File: src/rtl/issue_pkg.sv
// Shared types and sizing for the issue stage in front of the polynomial datapath.
package issue_pkg;

  localparam int X_W         = 8;
  localparam int N_W         = 3;
  localparam int OUT_W       = 4;
  localparam int DEF_DEPTH   = 4;
  localparam int DEF_MAX_OUT = 8;

  typedef struct packed {
    logic [X_W-1:0] x;
    logic [N_W-1:0] n;
  } req_t;

endpackage

File: src/rtl/issue_ctrl_if.sv
// Upstream request handshake and datapath-facing bundle of the issue stage.
interface issue_req_if;
  import issue_pkg::*;

  logic           in_valid;
  logic           in_ready;
  logic [X_W-1:0] in_x;
  logic [N_W-1:0] in_n;

  modport master (output in_valid, in_x, in_n, input in_ready);
  modport slave  (input in_valid, in_x, in_n, output in_ready);
endinterface

interface issue_dp_if;
  import issue_pkg::*;

  logic           dp_ready;
  logic           dp_valid;
  logic           load;
  logic [X_W-1:0] x;
  logic [N_W-1:0] n;
  logic           controller_inuse;
  logic           flush;

  modport master (output load, x, n, controller_inuse, flush, input dp_ready, dp_valid);
  modport slave  (input load, x, n, controller_inuse, flush, output dp_ready, dp_valid);
endinterface

File: src/rtl/issue_ctrl_req_fifo.sv
// Request FIFO: power-of-two depth, pointers carry an extra wrap bit to tell full from empty.
module req_fifo
  import issue_pkg::*;
#(
  parameter int DEPTH = DEF_DEPTH
) (
  input  logic                     clk,
  input  logic                     rst,
  input  logic                     i_push,
  input  logic                     i_pop,
  input  logic                     i_clear,
  input  req_t                     i_data,
  output req_t                     o_data,
  output logic [$clog2(DEPTH):0]   o_count,
  output logic                     o_full
);

  localparam int AW = $clog2(DEPTH);

  logic [AW:0] r_wr_ptr;
  logic [AW:0] r_rd_ptr;
  req_t        r_mem [DEPTH];

  // NOTE: the storage array has no reset; only the pointers define which entries are valid.
  always_ff @(posedge clk) begin
    if (i_push) r_mem[r_wr_ptr[AW-1:0]] <= i_data;
  end

  // NOTE: sequential state uses non-blocking assignments so every flop samples pre-edge values.
  always_ff @(posedge clk or negedge rst) begin
    if (!rst) begin
      r_wr_ptr <= '0;
      r_rd_ptr <= '0;
    end else if (i_clear) begin
      r_wr_ptr <= '0;
      r_rd_ptr <= '0;
    end else begin
      if (i_push) r_wr_ptr <= r_wr_ptr + (AW+1)'(1);
      if (i_pop)  r_rd_ptr <= r_rd_ptr + (AW+1)'(1);
    end
  end

  assign o_data  = r_mem[r_rd_ptr[AW-1:0]];
  assign o_count = r_wr_ptr - r_rd_ptr;
  assign o_full  = (r_wr_ptr[AW] != r_rd_ptr[AW]) && (r_wr_ptr[AW-1:0] == r_rd_ptr[AW-1:0]);

endmodule

File: src/rtl/issue_ctrl.sv
// Issue stage: buffers requests, issues one per cycle into the datapath input register,
// and tracks in-flight work against datapath completions.
module issue_ctrl
  import issue_pkg::*;
#(
  parameter int DEPTH   = DEF_DEPTH,
  parameter int MAX_OUT = DEF_MAX_OUT
) (
  input  logic             clk,
  input  logic             rst,
  issue_req_if.slave       req,
  issue_dp_if.master       dp,
  input  logic             sw_flush,
  output logic [OUT_W-1:0] outstanding,
  output logic             busy,
  output logic             err
);

  logic                   w_push;
  logic                   w_issue;
  logic                   w_full;
  logic                   w_empty;
  logic [$clog2(DEPTH):0] w_count;
  req_t                   w_in_req;
  req_t                   w_head;

  logic                   r_load;
  logic [X_W-1:0]         r_x;
  logic [N_W-1:0]         r_n;
  logic                   r_inuse;
  logic                   r_flush;
  logic [OUT_W-1:0]       r_outstanding;
  logic                   r_err;

  assign w_in_req.x = req.in_x;
  assign w_in_req.n = req.in_n;
  assign w_empty    = (w_count == '0);

  // Gating with rst keeps the upstream stalled for the whole reset window.
  assign req.in_ready = rst && !w_full && !sw_flush;
  assign w_push       = req.in_valid && req.in_ready;

  // The counter already includes last cycle's issue, so no separate pending term is needed.
  assign w_issue = !w_empty && dp.dp_ready && (r_outstanding < OUT_W'(MAX_OUT)) && !sw_flush;

  req_fifo #(.DEPTH(DEPTH)) u_fifo (
    .clk     (clk),
    .rst     (rst),
    .i_push  (w_push),
    .i_pop   (w_issue),
    .i_clear (sw_flush),
    .i_data  (w_in_req),
    .o_data  (w_head),
    .o_count (w_count),
    .o_full  (w_full)
  );

  // Output register: a non-issue cycle always loads a bubble.
  always_ff @(posedge clk or negedge rst) begin
    if (!rst) begin
      r_load  <= 1'b0;
      r_x     <= '0;
      r_n     <= '0;
      r_inuse <= 1'b0;
      r_flush <= 1'b0;
    end else begin
      r_load  <= 1'b1;
      r_flush <= sw_flush;
      if (w_issue) begin
        r_x     <= w_head.x;
        r_n     <= w_head.n;
        r_inuse <= 1'b1;
      end else begin
        r_x     <= '0;
        r_n     <= '0;
        r_inuse <= 1'b0;
      end
    end
  end

  always_ff @(posedge clk or negedge rst) begin
    if (!rst) begin
      r_outstanding <= '0;
    end else if (sw_flush) begin
      r_outstanding <= '0;
    end else begin
      case ({w_issue, dp.dp_valid})
        2'b10:   r_outstanding <= r_outstanding + OUT_W'(1);
        2'b01:   if (r_outstanding != '0) r_outstanding <= r_outstanding - OUT_W'(1);
        default: r_outstanding <= r_outstanding;
      endcase
    end
  end

  // A completion with nothing in flight is a protocol error; only reset clears it.
  always_ff @(posedge clk or negedge rst) begin
    if (!rst) begin
      r_err <= 1'b0;
    end else if (dp.dp_valid && (r_outstanding == '0)) begin
      r_err <= 1'b1;
    end
  end

  assign dp.load             = r_load;
  assign dp.x                = r_x;
  assign dp.n                = r_n;
  assign dp.controller_inuse = r_inuse;
  assign dp.flush            = r_flush;
  assign outstanding         = r_outstanding;
  assign busy                = !w_empty || (r_outstanding != '0);
  assign err                 = r_err;

endmodule

File: src/flat_wrapper.sv
// flat-port wrapper written by rule: the top's interface ports become plain ports
module issue_ctrl_flat import issue_pkg::*;
#(
  parameter int DEPTH   = DEF_DEPTH,
  parameter int MAX_OUT = DEF_MAX_OUT
)
  (clk, rst, sw_flush, outstanding, busy, err, req_in_valid, req_in_x, req_in_n, req_in_ready, dp_load, dp_x, dp_n, dp_controller_inuse, dp_flush, dp_dp_ready, dp_dp_valid);
  issue_req_if req_i ();
  issue_dp_if dp_i ();
  input  logic clk;
  input  logic rst;
  input  logic sw_flush;
  output logic [OUT_W-1:0] outstanding;
  output logic busy;
  output logic err;
  input wire logic [$bits(req_i.in_valid)-1:0] req_in_valid;
  input wire logic [$bits(req_i.in_x)-1:0] req_in_x;
  input wire logic [$bits(req_i.in_n)-1:0] req_in_n;
  output wire logic [$bits(req_i.in_ready)-1:0] req_in_ready;
  output wire logic [$bits(dp_i.load)-1:0] dp_load;
  output wire logic [$bits(dp_i.x)-1:0] dp_x;
  output wire logic [$bits(dp_i.n)-1:0] dp_n;
  output wire logic [$bits(dp_i.controller_inuse)-1:0] dp_controller_inuse;
  output wire logic [$bits(dp_i.flush)-1:0] dp_flush;
  input wire logic [$bits(dp_i.dp_ready)-1:0] dp_dp_ready;
  input wire logic [$bits(dp_i.dp_valid)-1:0] dp_dp_valid;
  assign req_i.in_valid = req_in_valid;
  assign req_i.in_x = req_in_x;
  assign req_i.in_n = req_in_n;
  assign req_in_ready = req_i.in_ready;
  assign dp_load = dp_i.load;
  assign dp_x = dp_i.x;
  assign dp_n = dp_i.n;
  assign dp_controller_inuse = dp_i.controller_inuse;
  assign dp_flush = dp_i.flush;
  assign dp_i.dp_ready = dp_dp_ready;
  assign dp_i.dp_valid = dp_dp_valid;
  issue_ctrl #(.DEPTH(DEPTH), .MAX_OUT(MAX_OUT)) u_core (.clk(clk), .rst(rst), .req(req_i), .dp(dp_i), .sw_flush(sw_flush), .outstanding(outstanding), .busy(busy), .err(err));
endmodule
File: config.mk
export PLATFORM = sky130hd
export DESIGN_NAME = issue_ctrl_flat
export DESIGN_NICKNAME = d
export VERILOG_FILES = /design/src/rtl/issue_pkg.sv /design/src/rtl/issue_ctrl_if.sv /design/src/rtl/issue_ctrl_req_fifo.sv /design/src/rtl/issue_ctrl.sv /design/src/flat_wrapper.sv
export SDC_FILE = /design/constraint.sdc
export NUM_CORES = 1
export LEC_CHECK = 0
export ABC_AREA = 1
export BUFFER_PORTS_ARGS = -buffer_cell sky130_fd_sc_hd__buf_4
export CAP_MARGIN = 20
export CORE_ASPECT_RATIO = 0.7
export CORE_MARGIN = 2
export CORE_UTILIZATION = 55
export CTS_CLUSTER_DIAMETER = 40
export DETAILED_ROUTE_END_ITERATION = 16
export HOLD_SLACK_MARGIN = 0.02
export PLACE_DENSITY_LB_ADDON = 0.12
export SKIP_CTS_REPAIR_TIMING = 1
export SYNTH_ARGS = -nofsm -noshare
export SYNTH_HDL_FRONTEND = slang
export SYNTH_SLANG_ARGS = --single-unit
File: constraint.sdc
create_clock -name clk -period 4.3 [get_ports clk]
set_clock_uncertainty 0.1 [all_clocks]
set_input_delay 0.43 -clock clk [delete_from_list [all_inputs] [get_ports clk]]
set_output_delay 0.43 -clock clk [all_outputs]
set_load 0.005 [all_outputs]
==> results by group, run 1 <==
Outcome
  – Status: finished clean

Timing
  – Max Slew Vio Count: 0
  – Worst slew margin: roughly a third
  – Period utilization: approximately three quarters
  – RSZ-0062 raised after global routing: no
  – Worst slew pin tran: ~1000 ps
  – Final hold vios: 0
  – Fmax achieved: about 0.31 GHz
  – # setup viols final: 0
  – Minimum clock period: 3190 ps
  – Setup TNS: 0 ps
  – Worst Slack Setup Final: roughly 1100 ps

Power
  – Max VDD drop: about 270 uV
  – Pwr dens: roughly 480 nW/um^2
  – Leakage Power: ~1.5 nW

Critical path
  – Worst R2R End: u_core.u_fifo.r_mem[1][8]$_DFFE_PP_
  – Reg-to-reg startpoint: u_core.u_fifo.r_rd_ptr[1]$_DFFE_PN0P_
  – Setup CP Type: reg -> reg
  – Worst R2R Setup Slack: ~1100 ps
  – WP data required: roughly 4200 ps
  – R2R depth: 7
  – Crit start category: register
  – Crit Path Max Fanout: 13
  – Worst setup EP type: register
  – Arrival @ worst endpoint: between 3000 and 4000 ps

Clock tree
  – Clk root buf: clkbuf_8
  – CTS sink count: 69
  – CTS Buf Count: 9
  – Later-pin clock latency in the skew report: ~340 ps
  – CTS Buffer Depth: 2
  – H-Tree Depth: 3
  – CTS tree: built
  – Clock transition at path regs: approximately 70 ps

Synthesis
  – Leading area contributor after synthesis: edfxtp_1
  – Synth area leaders: edfxtp_1 (45%), dfrtp_1 (21%), nor2_1 (6.2%)
  – Yosys warning count: 0
  – Adder-Cell Fraction of Synth Area: under 10%
  – Seq cells post-synth: 69
  – Post-Syn Nets: between 200 and 300
  – Complex-gate fraction of the synthesized area: about 8.3%
  – Sequential share of the synthesized area: 66.6%
  – Largest family of logic cells by synthesized area: simple AND/OR/NAND/NOR gates
  – Post-Synth Simple-Gate Area: around 16%
  – Post-synthesis cell type count: 29
  – Area share of xor/xnor cells in the synthesized design: 0%
  – Gate Count Post-Synth: 262
  – Mapped Area: between 2000 and 3000 sq um
  – Multiplexer share of the synthesized area: less than 1%
  – Mean Syn Cell Area: 11.2 sq um
  – Post-synth top area share: between 40% and 50%

Die
  – I/O Pins: 38
  – Die area: 5920 sq um
  – Initial Utilization: a little under three fifths
  – # rows: 22
  – Die height: about 65 microns
  – Core Box Area: slightly above 5000 sq um
  – Die X: around 91 microns

Detailed routing
  – Drt wl/cell: 13.9 microns
  – Vias per std cell: 4.99
  – Routed Antenna Nets: 0
  – TritonRoute pass-1 iters: 5
  – DR vias: roughly 1,900
  – DR iter-0 viols: ~220
  – DRC violations left: 0
  – WL final: ~5.3 mm

Placement
  – Port bufs: 37
  – Setup WS pre-CTS: 1130 ps
  – HPWL Detailed: ~3.4 mm
  – Gpl congestion: between 0.8 and 0.9

Global route
  – Vias in the first global route: about 1,800
  – Largest net degree at the start of global routing: 27
  – GRT overflow: 0
  – GRT Total Usage: about a fifth
  – Initial antenna violation count: 0
  – Wire length of the first global-routing pass: 8.81 mm

Worst hold path
  – Worst min-delay path category: in -> reg
  – Hold path startpoint: sw_flush
  – Hold path endpoint: u_core.dp.flush$_DFF_PN0_
  – Worst Hold Path Cells: 1

Layout
  – Final Net Count: 331
  – Fraction of layout cells with a size suffix above 1: 22.9%
  – Area Overhead vs Synth: 17.9%
  – Antenna Cells: 0

Flow run
  – Max Cap Viol: 0
[layer usage]
layer | vias up | GRT usage (%) | share of wire [%] | wire length (microns)
li1 | 960 | - | - | -
met1 | 892 | 28.9 | 48 | 2570
met2 | 46 | 28.0 | 44 | 2320
met3 | 7 | 8.37 | 6.5 | 344
met4 | 0 | 7.20 | 1.4 | 72
met5 | - | 0 | 0 | 0
[how the worst max path moves through the flow]
| stage | from | endpoint | slack [ps] | cells past startpoint |
|---|---|---|---|---|
| 2_1_floorplan | u_core.u_fifo.r_rd_ptr[1]$_DFFE_PN0P_ | u_core.u_fifo.r_mem[0][0]$_DFFE_PP_ | 1760 | 8 |
| 3_3_place_gp | u_core.u_fifo.r_rd_ptr[1]$_DFFE_PN0P_ | u_core.u_fifo.r_mem[1][7]$_DFFE_PP_ | 1220 | 7 |
| 3_5_place_dp | u_core.u_fifo.r_rd_ptr[1]$_DFFE_PN0P_ | u_core.u_fifo.r_mem[1][7]$_DFFE_PP_ | 1130 | 7 |
| 4_1_cts | u_core.u_fifo.r_rd_ptr[1]$_DFFE_PN0P_ | u_core.u_fifo.r_mem[1][10]$_DFFE_PP_ | 1120 | 7 |
| 5_1_grt | u_core.u_fifo.r_rd_ptr[1]$_DFFE_PN0P_ | u_core.u_fifo.r_mem[1][7]$_DFFE_PP_ | 880 | 7 |
| 6_report | u_core.u_fifo.r_rd_ptr[1]$_DFFE_PN0P_ | u_core.u_fifo.r_mem[1][8]$_DFFE_PP_ | 1110 | 7 |
[worst max-delay path, stage by stage, from the launching register on]
cell	delay, ps
dfrtp_1	630
inv_1	350
ha_1	410
nand2_1	80
inv_1	90
a21oi_2	180
nand2_1	170
nor2_1	800
[synthesized netlist by cell type]
library cell / number
a21o_1: 1
mux2i_1: 1
o21ai_0: 26
a21oi_2: 2
o21a_1: 1
o21ai_2: 1
nand4_1: 2
ha_1: 9
clkbuf_1: 7
nor2_1: 48
dfrtp_1: 25
nand2_2: 4
buf_2: 1
inv_2: 5
edfxtp_1: 44
inv_1: 22
nor4_1: 1
nor2_2: 1
nand2_4: 2
or2_0: 1
nand3b_1: 1
nand3_2: 1
conb_1: 1
a21oi_1: 13
o21ai_1: 1
nor2_4: 1
nand2_1: 30
nand3_4: 2
nand3_1: 8
[placed cells by master, fill, tap and decap left out]
| cell type | instances |
|---|---|
| nor2_1 | 48 |
| edfxtp_1 | 44 |
| buf_4 | 39 |
| nand2_1 | 30 |
| o21ai_0 | 26 |
| dfrtp_1 | 25 |
| inv_1 | 22 |
| a21oi_1 | 13 |
| ha_1 | 9 |
| clkbuf_8 | 9 |
| nand3_1 | 8 |
| inv_2 | 5 |
| nand2_2 | 4 |
| clkbuf_1 | 3 |
| nand2_4 | 2 |
| nand3_4 | 2 |
| a21oi_2 | 2 |
| nand4_1 | 2 |
| clkinv_2 | 2 |
| clkinvlp_4 | 2 |
| nand3_2 | 1 |
| nor2_2 | 1 |
| nor4_1 | 1 |
| or2_0 | 1 |
| o21ai_2 | 1 |
| nor2_4 | 1 |
| o21ai_1 | 1 |
| mux2i_1 | 1 |
| a21o_1 | 1 |
| nand3b_1 | 1 |
| o21a_1 | 1 |
| dlygate4sd3_1 | 1 |
| conb_1 | 1 |
[cell families after synthesis]
family	Yosys count
and+or+nand+nor	102
AOI/OAI and AO/OA	45
muxes	1
other	1
buffers and inverters	35
DFF	69
adders and majority gates	9
[where the power goes]
group	switching, W	total (W)	leakage [nW]	internal [W]
Clock	0.000222	0.000429	0.0764	0.000207
Sequential	0.0000382	0.000791	0.729	0.000753
Combinational	0.000254	0.000422	0.665	0.000168
Total	0.000514	0.00164	1.47	0.00113
[registers in the layout, summed over array words and instances, names as in the netlist]
signal / flops
u_core.dp.controller_inuse: 1
u_core.dp.flush: 1
u_core.dp.load: 1
u_core.dp.n: 3
u_core.dp.x: 8
u_core.err: 1
u_core.outstanding: 4
u_core.u_fifo.r_mem: 44
u_core.u_fifo.r_rd_ptr: 3
u_core.u_fifo.r_wr_ptr: 3
[through the flow]
| stage | utilization (%) | total power [W] | hold slack, ps | cell area [sq um] | cells |
|---|---|---|---|---|---|
| finish | 66.6 | 0.00164 | 151 | 3440 | 382 |
| global route | 66.6 | 0.00175 | 130 | 3440 | 382 |
| CTS | 66.4 | 0.00166 | -106 | 3430 | 381 |
| detailed placement | 63.3 | 0.00122 | 271 | 3270 | 365 |
| global placement | 63.3 | 0.00122 | 276 | 3270 | 365 |
| floorplan | - | 0.00108 | 34.4 | 2920 | 262 |
[cell type report]
type	instances	area, sq um
multi-input combinational	158	843
timing repair buffer	40	303
inverter	27	101
clock inverter	4	25.0
tap	72	90.1
fill	379	1730
clock buffer	12	135
sequential	69	1950
Power figures use the tool's default switching activity.
==> run 2, diff against run 1 <==
Settings changed: CORE_UTILIZATION 55 to 51.
Clock period 4.3 ns to 2.9 ns, I/O delays scaled along.
==> results by group, run 2 (synthesized netlist as in run 1, its figures left out) <==
Worst hold path
  – Hold path startpoint: req_in_x[7]
  – Worst Hold Path Cells: 1
  – Worst min-delay path category: in -> reg
  – Hold path endpoint: u_core.u_fifo.r_mem[2][10]$_DFFE_PP_

Timing
  – Period utilization: between 80% and 90%
  – Setup TNS: 0 ps
  – RSZ-0062 raised after global routing: no
  – Fmax achieved: ~0.40 GHz
  – Final hold vios: 0
  – # setup viols final: 0
  – Minimum clock period: roughly 2500 ps
  – Worst slew pin tran: 776 ps
  – Worst slew margin: between 40% and 50%
  – Worst Slack Setup Final: between 300 and 400 ps
  – Max Slew Vio Count: 0

Placement
  – Port bufs: 37
  – HPWL Detailed: around 3.6 mm
  – Setup WS pre-CTS: 396 ps
  – Gpl congestion: approximately 0.79

Layout
  – Commonest non-fill, non-tap cells in the layout: nor2_1 (48), buf_4 (44), edfxtp_1 (44), nand2_1 (30), o21ai_0 (26)
  – Register Area: 1950 sq um
  – Filler cell count: 474
  – Antenna Cells: 0
  – Max reg flops: 44
  – Final Net Count: 337
  – Fraction of layout cells with a size suffix above 1: between 20% and 30%
  – Area of the multi-input gates: 843 sq um
  – Most common cell after layout, fill and taps aside: nor2_1
  – Area Overhead vs Synth: 20.6%

Die
  – Initial Utilization: about half
  – Die X: between 90 and 100 microns
  – Die height: around 67 microns
  – Core Box Area: around 5600 sq um
  – I/O Pins: 38
  – Die area: about 6400 sq um
  – # rows: 23

Clock tree
  – Later-pin clock latency in the skew report: around 330 ps
  – CTS Buffer Depth: 2
  – CTS sink count: between 60 and 70
  – CTS Buf Count: 9
  – H-Tree Depth: 3
  – Clock transition at path regs: about 70 ps
  – Clk root buf: clkbuf_8
  – CTS tree: built

Critical path
  – Setup CP Type: reg -> reg
  – WP buf/inv: 2
  – Arrival @ worst endpoint: roughly 2600 ps
  – Crit Path Max Fanout: 17
  – Largest delay share family, worst path: simple AND/OR/NAND/NOR gates
  – WP data required: 3020 ps
  – Crit start category: register
  – Worst R2R Setup Slack: 380 ps
  – Slowest CP cell: dfrtp_1
  – Max incr delay on CP: between 400 and 500 ps
  – R2R depth: 15
  – Cell count along the critical path: 15
  – Worst R2R End: u_core.outstanding[3]$_DFFE_PN0P_
  – Worst setup EP type: register
  – Reg-to-reg startpoint: u_core.u_fifo.r_wr_ptr[1]$_DFFE_PN0P_
  – CP Cell Sequence: ha_1 > a21oi_1 > nand2_2 > nand3_4 > nand3_4 > nand2_2 > inv_1 > ha_1 > nand4_1 > nand2_1 > inv_1 > nand2_1 > nand2_1 > nand3_1 > nand2_1
  – Critical Path Most Common Cell: nand2_1

Detailed routing
  – DR iter-0 viols: between 80 and 90
  – DRC violations left: 0
  – TritonRoute pass-1 iters: 4
  – Drt wl/cell: roughly 14 microns
  – Vias per std cell: about 5
  – WL final: around 5.6 mm
  – DR vias: 1,957
  – Routed Antenna Nets: 0

Global route
  – Vias in the first global route: 1,820
  – GRT overflow: 0
  – Initial antenna violation count: 0
  – GRT Total Usage: about a fifth
  – Wire length of the first global-routing pass: 8.99 mm
  – Largest net degree at the start of global routing: 27

Flow run
  – Max Cap Viol: 0

Outcome
  – Status: finished clean

Power
  – Pwr dens: slightly above 700 nW/um^2
  – Leakage Power: between 1.5 and 2 nW
  – Max VDD drop: ~450 uV
run 2: power by group:
part | leakage [nW] | switching [W] | total (W) | internal, W
clock network | 0.0919 | 0.000345 | 0.000735 | 0.000391
logic | 0.695 | 0.000386 | 0.000641 | 0.000256
registers | 0.728 | 0.0000534 | 0.00117 | 0.00112
total | 1.52 | 0.000784 | 0.00255 | 0.00176
run 2: layout make-up:
cell class,instances,share of cell area (%)
Tap cell,75,2.66
Timing Repair Buffer,46,9.94
Clock inverter,7,1.88
Sequential cell,69,55.2
Multi-Input combinational cell,158,23.9
Inverter,27,2.87
Clock buffer,9,3.51
run 2: per-stage QoR:
| step | cells | utilization, % | total power (W) | hold slack, ps | cell area, sq um |
|---|---|---|---|---|---|
| after CTS | 389 | 62.2 | 0.00257 | -237 | 3510 |
| after floorplan | 262 | - | 0.00160 | -106 | 2920 |
| after global routing | 391 | 62.5 | 0.00272 | 35.6 | 3530 |
| after global placement | 373 | 58.8 | 0.00181 | 131 | 3320 |
| after detailed placement | 373 | 58.8 | 0.00183 | 131 | 3320 |
| final | 391 | 62.5 | 0.00255 | 52.5 | 3530 |
run 2: metal layers:
metal	vias up	GRT usage, %	wire length [microns]
li1	978	-	-
met1	934	27.5	2730
met2	37	29.2	2480
met3	8	6.47	301
met4	0	5.43	62
met5	-	0	0
run 2: worst max-delay path by stage:
stage | startpoint | to | slack (ps)
floorplan | u_core.u_fifo.r_rd_ptr[1]$_DFFE_PN0P_ | u_core.u_fifo.r_mem[0][0]$_DFFE_PP_ | 360
global placement | u_core.u_fifo.r_wr_ptr[1]$_DFFE_PN0P_ | u_core.outstanding[3]$_DFFE_PN0P_ | 470
detailed placement | u_core.u_fifo.r_wr_ptr[1]$_DFFE_PN0P_ | u_core.outstanding[3]$_DFFE_PN0P_ | 400
CTS | u_core.u_fifo.r_wr_ptr[1]$_DFFE_PN0P_ | u_core.outstanding[3]$_DFFE_PN0P_ | 380
global route | u_core.u_fifo.r_wr_ptr[0]$_DFFE_PN0P_ | u_core.outstanding[3]$_DFFE_PN0P_ | 90
finish | u_core.u_fifo.r_wr_ptr[1]$_DFFE_PN0P_ | u_core.outstanding[3]$_DFFE_PN0P_ | 380
